**src/rtl/player_motion_ctrl.sv**
```systemverilog
// Player sprite motion: horizontal walking plus a GROUND/RISE/FALL/BUMP jump FSM stepped by tick.
// Define DOUBLE_JUMP_EN to allow one extra jump while airborne (credit reloads on landing).
module player_motion_ctrl #(
  parameter int X_INIT    = 250,
  parameter int Y_INIT    = 250,
  parameter int X_MAX     = 504,
  parameter int Y_MAX     = 360,
  parameter int JUMP_V    = 8,
  parameter int GRAVITY   = 1,
  parameter int VFALL_MAX = 6
) (
  input  logic       clk,
  input  logic       rst,
  input  logic       tick,
  input  logic       run,
  input  logic       key_left,
  input  logic       key_right,
  input  logic       key_jump,
  input  logic       col_floor,
  input  logic       col_ceil,
  input  logic       col_left,
  input  logic       col_right,
  output logic [9:0] x_pos,
  output logic [8:0] y_pos,
  output logic [2:0] blue_state,
  output logic [1:0] mstate
);

  typedef enum logic [1:0] {
    S_GROUND = 2'b00,
    S_RISE   = 2'b01,
    S_FALL   = 2'b10,
    S_BUMP   = 2'b11
  } mstate_e;

  localparam logic signed [7:0]  VY_JUMP = 8'(-JUMP_V);
  localparam logic signed [7:0]  VY_GRAV = 8'(GRAVITY);
  localparam logic signed [7:0]  VY_TERM = 8'(VFALL_MAX);
  localparam logic        [9:0]  X_LIM   = 10'(X_MAX);
  localparam logic        [8:0]  Y_LIM   = 9'(Y_MAX);
  localparam logic signed [10:0] Y_LIM_S = 11'(Y_MAX);

  mstate_e            state_q, state_d;
  logic [9:0]         x_q, x_d;
  logic [8:0]         y_q, y_d;
  logic signed [7:0]  vy_q, vy_d;
  logic               facing_q, facing_d;
  logic               moving_q, moving_d;
  logic               airborne_q, airborne_d;
  logic               jump_hist_q;
  logic               jump_pend_q, jump_pend_d;
  logic               jump_edge;
  logic               step;
  logic               air_jump;

  logic signed [10:0] y_sum;
  logic               hit_top;
  logic               hit_floor;
  logic [8:0]         y_sat;
  logic signed [7:0]  vy_grav;
  logic signed [7:0]  vy_fall;

`ifdef DOUBLE_JUMP_EN
  logic credit_q, credit_d;
  assign air_jump = jump_pend_q && credit_q && !col_ceil;
`else
  assign air_jump = 1'b0;
`endif

  assign step      = tick && run;
  assign jump_edge = key_jump && !jump_hist_q;

  assign y_sum     = $signed({2'b00, y_q}) + $signed({{3{vy_q[7]}}, vy_q});
  assign hit_top   = (y_sum <= 11'sd0);
  assign hit_floor = (y_sum >= Y_LIM_S);
  assign y_sat     = hit_top ? '0 : (hit_floor ? Y_LIM : y_sum[8:0]);
  assign vy_grav   = vy_q + VY_GRAV;
  assign vy_fall   = (vy_grav > VY_TERM) ? VY_TERM : vy_grav;

  always_ff @(posedge clk) begin
    if (rst) begin
      state_q     <= S_FALL;
      x_q         <= 10'(X_INIT);
      y_q         <= 9'(Y_INIT);
      vy_q        <= '0;
      facing_q    <= 1'b0;
      moving_q    <= 1'b0;
      airborne_q  <= 1'b1;
      jump_hist_q <= 1'b0;
      jump_pend_q <= 1'b0;
`ifdef DOUBLE_JUMP_EN
      credit_q    <= 1'b1;
`endif
    end else begin
      state_q     <= state_d;
      x_q         <= x_d;
      y_q         <= y_d;
      vy_q        <= vy_d;
      facing_q    <= facing_d;
      moving_q    <= moving_d;
      airborne_q  <= airborne_d;
      jump_hist_q <= key_jump;
      jump_pend_q <= jump_pend_d;
`ifdef DOUBLE_JUMP_EN
      credit_q    <= credit_d;
`endif
    end
  end

  // An edge arriving on the consuming tick is kept for the following tick.
  always_comb begin
    jump_pend_d = jump_pend_q || jump_edge;
    if (!run) begin
      jump_pend_d = 1'b0;
    end else if (tick) begin
      jump_pend_d = jump_edge;
    end
  end

  always_comb begin
    x_d      = x_q;
    facing_d = facing_q;
    moving_d = moving_q;
    if (step) begin
      if (key_left && !key_right) begin
        facing_d = 1'b0;
        moving_d = 1'b1;
        if (!col_left && (x_q != '0)) x_d = x_q - 10'd1;
      end else if (key_right && !key_left) begin
        facing_d = 1'b1;
        moving_d = 1'b1;
        if (!col_right && (x_q < X_LIM)) x_d = x_q + 10'd1;
      end else begin
        moving_d = 1'b0;
      end
    end
  end

  always_comb begin
    state_d = state_q;
    y_d     = y_q;
    vy_d    = vy_q;
`ifdef DOUBLE_JUMP_EN
    credit_d = credit_q;
`endif
    if (step) begin
      unique case (state_q)
        S_GROUND: begin
          vy_d = '0;
          if (jump_pend_q && !col_ceil) begin
            state_d = S_RISE;
            vy_d    = VY_JUMP;
          end else if (!col_floor) begin
            state_d = S_FALL;
          end
        end
        S_RISE: begin
          if (col_ceil) begin
            state_d = S_BUMP;
            vy_d    = '0;
          end else if (air_jump) begin
            vy_d = VY_JUMP;
`ifdef DOUBLE_JUMP_EN
            credit_d = 1'b0;
`endif
          end else if (hit_top) begin
            // Reaching the top edge behaves exactly like hitting a ceiling block.
            state_d = S_BUMP;
            y_d     = '0;
            vy_d    = '0;
          end else begin
            y_d  = y_sat;
            vy_d = vy_grav;
            if (!vy_grav[7]) state_d = S_FALL;
          end
        end
        S_BUMP: begin
          state_d = S_FALL;
          vy_d    = '0;
        end
        S_FALL: begin
          if (air_jump) begin
            state_d = S_RISE;
            vy_d    = VY_JUMP;
`ifdef DOUBLE_JUMP_EN
            credit_d = 1'b0;
`endif
          end else if (col_floor) begin
            state_d = S_GROUND;
            vy_d    = '0;
          end else if (hit_floor) begin
            state_d = S_GROUND;
            y_d     = Y_LIM;
            vy_d    = '0;
          end else begin
            y_d  = y_sat;
            vy_d = vy_fall;
          end
        end
        default: state_d = S_FALL;
      endcase
    end
`ifdef DOUBLE_JUMP_EN
    if (state_d == S_GROUND) credit_d = 1'b1;
`endif
    airborne_d = (state_d != S_GROUND);
  end

  assign x_pos      = x_q;
  assign y_pos      = y_q;
  assign blue_state = {moving_q, airborne_q, facing_q};
  assign mstate     = state_q;

endmodule

```
**config.mk**
```make
export PLATFORM = sky130hd
export DESIGN_NAME = player_motion_ctrl
export DESIGN_NICKNAME = d
export VERILOG_FILES = /design/src/rtl/player_motion_ctrl.sv
export SDC_FILE = /design/constraint.sdc
export NUM_CORES = 1
export LEC_CHECK = 0
export ABC_AREA = 0
export CORE_MARGIN = 5
export CORE_UTILIZATION = 32
export CTS_BUF_LIST = sky130_fd_sc_hd__clkbuf_8
export CTS_CLUSTER_DIAMETER = 150
export CTS_CLUSTER_SIZE = 30
export DETAILED_ROUTE_END_ITERATION = 8
export PLACE_DENSITY_LB_ADDON = 0.05
export SLEW_MARGIN = 30
export SYNTH_ARGS = -nofsm -noshare
export SYNTH_HDL_FRONTEND = slang
export SYNTH_SLANG_ARGS = --single-unit
```
**constraint.sdc**
```tcl
create_clock -name clk -period 4.37 [get_ports clk]
set_input_delay 0.874 -clock clk [delete_from_list [all_inputs] [get_ports clk]]
set_output_delay 0.874 -clock clk [all_outputs]
set_load 0.05 [all_outputs]
```
# Yosys cells after proc, flatten, opt, wreduce, memory -nomap -nowiden

Cells that the tools add are included.

Input bits: 11
Output and inout bits: 24
Logic and storage cells: 80
Register bits: 34

Magnitude comparators: 4
Reduce and logical (&&, ||, !) cells: 24
Bitwise operators: 1
$add $sub $neg: 4
Mux-type cells: 32
Equality and inequality tests: 6

Operators by type and width:

| cell                                                                                  | count |
|---|---|
| 9-bit 2-to-1 mux                                                                      | 6 |
| 8-bit 2-to-1 mux                                                                      | 6 |
| 10-bit 2-to-1 mux                                                                     | 4 |
| 8-bit one-hot mux with 4 select lines                                                 | 1 |
| 9-bit one-hot mux with 2 select lines                                                 | 1 |
| 2-bit 2-to-1 mux                                                                      | 8 |
| 10-bit by 8-bit adder with 11-bit output                                              | 1 |
| 11-bit by 10-bit greater-or-equal comparator with 1-bit output, second input constant | 1 |
| 11-bit by 1-bit less-or-equal comparator with 1-bit output, second input constant     | 1 |
| 10-bit by 1-bit adder with 10-bit output, second input constant                       | 1 |
| 10-bit by 9-bit less-than comparator with 1-bit output, second input constant         | 1 |
| 10-bit nonzero test                                                                   | 1 |
| 10-bit by 1-bit subtractor with 10-bit output, second input constant                  | 1 |
| 8-bit by 2-bit adder with 8-bit output, second input constant                         | 1 |
| 8-bit by 4-bit > comparator with 1-bit output, second input constant                  | 1 |
| 2-bit one-hot mux with 4 select lines                                                 | 1 |
| 4-bit AND reduction                                                                   | 2 |
| 2-bit nonzero test                                                                    | 4 |
| 1-bit logical AND                                                                     | 7 |
| 1-bit logical NOT                                                                     | 6 |
| 1-bit 2-to-1 mux                                                                      | 5 |
| 2-bit == test, second input constant                                                  | 2 |
| 2-bit inequality test, second input constant                                          | 2 |
| 2-bit by 1-bit == test with 1-bit output, second input constant                       | 1 |
| 6 further kinds                                                                       | 6 |

# Logic depth before layout (Yosys ltp)

Depth in word-level cells: 7
Mapped depth: 12
Depth with buffers taken out: 12

# Least setup slack after synthesis

OpenSTA, ideal clock, no wires.

Kind: input port to flip-flop
Start point: in key_right
End point: reg x_q[8], in the netlist x_pos[8]
Library setup time: 0.074 ns
Path buffers: 0
Arrival: 3.227 ns
Setup slack: 1.068 ns
Stages: 11
Cells stage by stage: inv_1 -> ha_1 -> ha_1 -> nor2b_1 -> o21ai_0 -> a21boi_0 -> o21ai_0 -> a21oi_1 -> o21a_1 -> or4b_2 -> a31oi_1

Word-level cells in the longest chain between the ends: 4

Ends and longest elaborated chain:

| element                                                                                                 | RTL line | RTL |
|---|---|---|
| from (decl)                                                                                             | 17       | `input logic key_right,` |
| 1-bit logical NOT                                                                                       | 125      | `if (key_left && !key_right) begin` |
| 1-bit logical AND                                                                                       | 125      |  |
| 2-bit by 1-bit inequality test with 1-bit output (no source line) or 2-bit nonzero test (tied branches) | --       |  |
| 4-bit AND reduction (no source line)                                                                    | --       |  |
| to (signal assigned)                                                                                    | 83       | `x_q <= 10'(X_INIT);` |
| to (decl)                                                                                               | 44       | `logic [9:0] x_q, x_d;` |

Parallel ways exist; a longest one is shown, timed or not.
A chain may end at the register's enable or synchronous reset.

# Worst setup path after layout

Start point: in key_left
End point: reg x_q[8], in the netlist x_pos[8]

Word-level cells in the longest chain between the ends: 4

Ends and longest elaborated chain:

| element                              | RTL line | RTL |
|---|---|---|
| from (decl)                          | 16       | `input logic key_left,` |
| 1-bit logical NOT                    | 129      | `end else if (key_right && !key_left) begin` |
| 1-bit logical AND                    | 129      |  |
| 2-bit nonzero test (no source line)  | --       |  |
| 4-bit AND reduction (no source line) | --       |  |

Parallel ways exist; a longest one is shown, timed or not.

==> metrics.cfg <==
[floorplan]
core_um2=7810
fp.dieArea_um2=9990
num_rows=32
die_height_um=99.9
start_util=0.332
pin_count=35
dieWidth_um=99.9

[synthesis]
synth_nets=361
synth_edf_count=0
ys_async_sr_fraction=0
yosys_most_used_dff=dfxtp_1
syn_area_per_cell_um2=7.92
yosysSeqAreaShare=0.263
ys_seq_elements=34
synthTopCellsByArea=dfxtp_1, ha_1, nor2_1
synth_area_leader_cell=dfxtp_1
synth_area_um2=2590
netlist.area_leader.share=0.263
ys_warn_count=0
yosys.cell_types.count=59
syn_inst=327

[critical_path]
critical_path_class=in -> reg
critPathMaxFanout=9
ff2ff_path_depth=10
ff2ff_setup_slack_ns=1.12
worst_ep_arrival_time_ns=3.91
r2r_end=vy_q[2]$_SDFFE_PP0P_
crit_path_end_kind=flip-flop
cp.required_ns=4.59
r2r-start=vy_q[0]$_SDFFE_PP0P_
critPathLaunchType=input pin

[detailed_routing]
routedWlPerCell_um=15.1
wl_met2_um=3450
routed_via_density=5.33
routed.top_layer=met4
totalWireLength_um=6920
first_pass_iters=4
via_count=2440
drt-initial-drc-count=69
drcViolationCount=0
final_antenna_net_count=0
met1Wirelength_um=3180
wl_met3_um=191

[clock_network]
h-tree-depth=2
clock_latency_ns=0.29
clock-root-buffer=clkbuf_8
clk_pin_slew_worst_paths_ns=0.07
cts_inserted_buffers=5
cts_resized=0
cts_tree=built
cts_buffer_depth=2
cts-hold-fix-buffers=0
cts_setup_buffers=0
cts.sinks=34

[power]
pwr-share-seq=0.384
clockPowerShare=0.347
powerDensity_nw_per_um2=283
ir_drop_v=0.000107
combinationalPowerShare=0.269
swShare=0.328
p_leak_uw=0.00123
internal_power_uw=597
p_switching_uw=291

[hold_path]
min_to=y_pos[2]$_SDFFE_PP0P_
min_path_cells=2
hold_start=y_pos[2]$_SDFFE_PP0P_
worstHoldPathType=reg -> reg

[grt]
grt_use_total=0.145
grt_pass1_vias=2440
grt-ovfl-total=0
grt_max_degree=30
antenna_found_initial=0
grt_pass1_wl_um=11900

[final_layout]
drive_above_1_share=0.0702
final_util=0.401
area.growth.synth_to_final_pct=20.9
n_fill_cell=830
final_nets=390
n_antenna_cell=0

[sta]
rsz0062_at_grt=no
drv_slew=0
worst_slew_pin_slew_ns=0.505
clock.fmax_ghz=0.271
setup_tns_ns=0
clock_skew_ns=0.00672
setup_viol=0
maxSlewHeadroom=0.663
final-hold-violation-count=0
fin_crit_ns=3.69
fin_crit_sh=0.843
worst_hold_slack_ns=0.487

[outcome]
outcome=finished clean

[place]
io_buffers=34
dp_hpwl_um=5230
gp_congestion=0.793

[flow_run]
cap_violations=0

-- cells in the mapped netlist, drive strengths merged, types with 2 or more instances --
| master | number |
|---|---|
| and3 | 6 |
| a221oi | 4 |
| nor3b | 5 |
| o21ai | 24 |
| nand2b | 2 |
| a21o | 4 |
| a211oi | 2 |
| o22ai | 5 |
| a21oi | 24 |
| clkbuf | 13 |
| o21a | 3 |
| nor3 | 8 |
| fa | 2 |
| o311ai | 3 |
| inv | 18 |
| nor2 | 34 |
| o41ai | 3 |
| o211ai | 9 |
| nand3 | 12 |
| nor2b | 3 |
| ha | 21 |
| a31oi | 5 |
| nor4 | 6 |
| a221o | 2 |
| nor4b | 3 |
| xor2 | 5 |
| and2 | 5 |
| xnor2 | 11 |
| buf | 4 |
| o21bai | 3 |
| or4b | 2 |
| nand2 | 26 |
| a311o | 2 |
| dfxtp | 34 |
-- through the flow --
stage	worst slack (ns)	std cells	instance area, um2	power, uW
global placement	0.483	451	3020	588
CTS	0.701	458	3130	896
finish	0.684	458	3130	887
detailed placement	0.401	451	3020	587
global route	0.481	458	3130	933
floorplan	1.07	327	2590	519
-- cell usage in the layout (no fill, tap or decap), types with 3 or more instances in the layout --
master	count
a21o_1	4
a21oi_1	24
a31oi_1	5
and2_1	5
and3_1	6
buf_4	5
clkbuf_8	6
clkdlybuf4s50_1	34
dfxtp_1	34
ha_1	21
inv_1	18
nand2_1	26
nand3_1	11
nor2_1	34
nor2b_1	3
nor3_1	8
nor3b_1	5
nor4_1	5
o211ai_1	9
o21a_1	3
o21ai_0	22
o21bai_1	3
o22ai_1	5
o311ai_0	3
o41ai_1	3
xnor2_1	11
xor2_1	4
-- registers in the layout (all words and copies together) (netlist names) --
name         count
jump_hist_q      1
moving_q         1
mstate           2
jump_pend_q      1
facing_q         1
airborne_q       1
y_pos            9
vy_q             8
x_pos           10
-- cells by family (layout without fill, tap and decap cells) --
family                     Yosys count  in the layout  synth area share
adders and majority gates           24             24             0.121
muxes                                1              1           0.00580
and+or+nand+nor                    116            116             0.231
AOI/OAI and AO/OA                  101            101             0.267
buffers and inverters               35             64            0.0556
DFF                                 34             34             0.263
xor gates and xnor gates            16             16            0.0570
-- per-layer routing --
layer	GRT usage	vias to the layer above
met5	0	-
met4	0.0399	0
met3	0.0278	10
met2	0.258	32
met1	0.176	1138
li1	-	1260
-- critical path, cell delays in order --
cell and delay (ns):
clkdlybuf4s50_1 0.46, ha_1 0.37, ha_1 0.33, nor2b_1 0.16
o21ai_0 0.22, a21boi_0 0.16, o21ai_0 0.24, a21oi_1 0.12
o21a_1 0.18, or4b_2 0.63, a31oi_1 0.17
-- power groups by stage --
stage	registers, uW	logic, uW	clock network, uW
floorplan	372	147	0
global placement	349	239	0
detailed placement	349	238	0
CTS	341	239	315
global route	344	262	328
finish	341	239	308
-- cell type report --
| type | count | area [um2] | share of cell area |
|---|---|---|---|
| inverter | 18 | 67.6 | 0.0216 |
| clock inverter | 1 | 30.0 | 0.00959 |
| multi-input combinational | 258 | 1760 | 0.564 |
| sequential | 34 | 681 | 0.217 |
| timing repair buffer | 39 | 378 | 0.121 |
| clock buffer | 6 | 82.6 | 0.0264 |
| tap | 102 | 128 | 0.0408 |
-- worst max path at each step --
| stage | start | end | slack, ns | depth (start not counted) |
|---|---|---|---|---|
| after CTS | key_left | x_pos[8]$_SDFFE_PP0P_ | 0.70 | 11 |
| after global routing | key_left | x_pos[8]$_SDFFE_PP0P_ | 0.48 | 11 |
| after floorplan | key_right | x_pos[8]$_SDFFE_PP0P_ | 1.07 | 11 |
| final | key_left | x_pos[8]$_SDFFE_PP0P_ | 0.68 | 11 |
| after global placement | key_left | x_pos[8]$_SDFFE_PP0P_ | 0.48 | 11 |
| after detailed placement | key_left | x_pos[8]$_SDFFE_PP0P_ | 0.40 | 11 |
(Power assumes the default switching activity.)
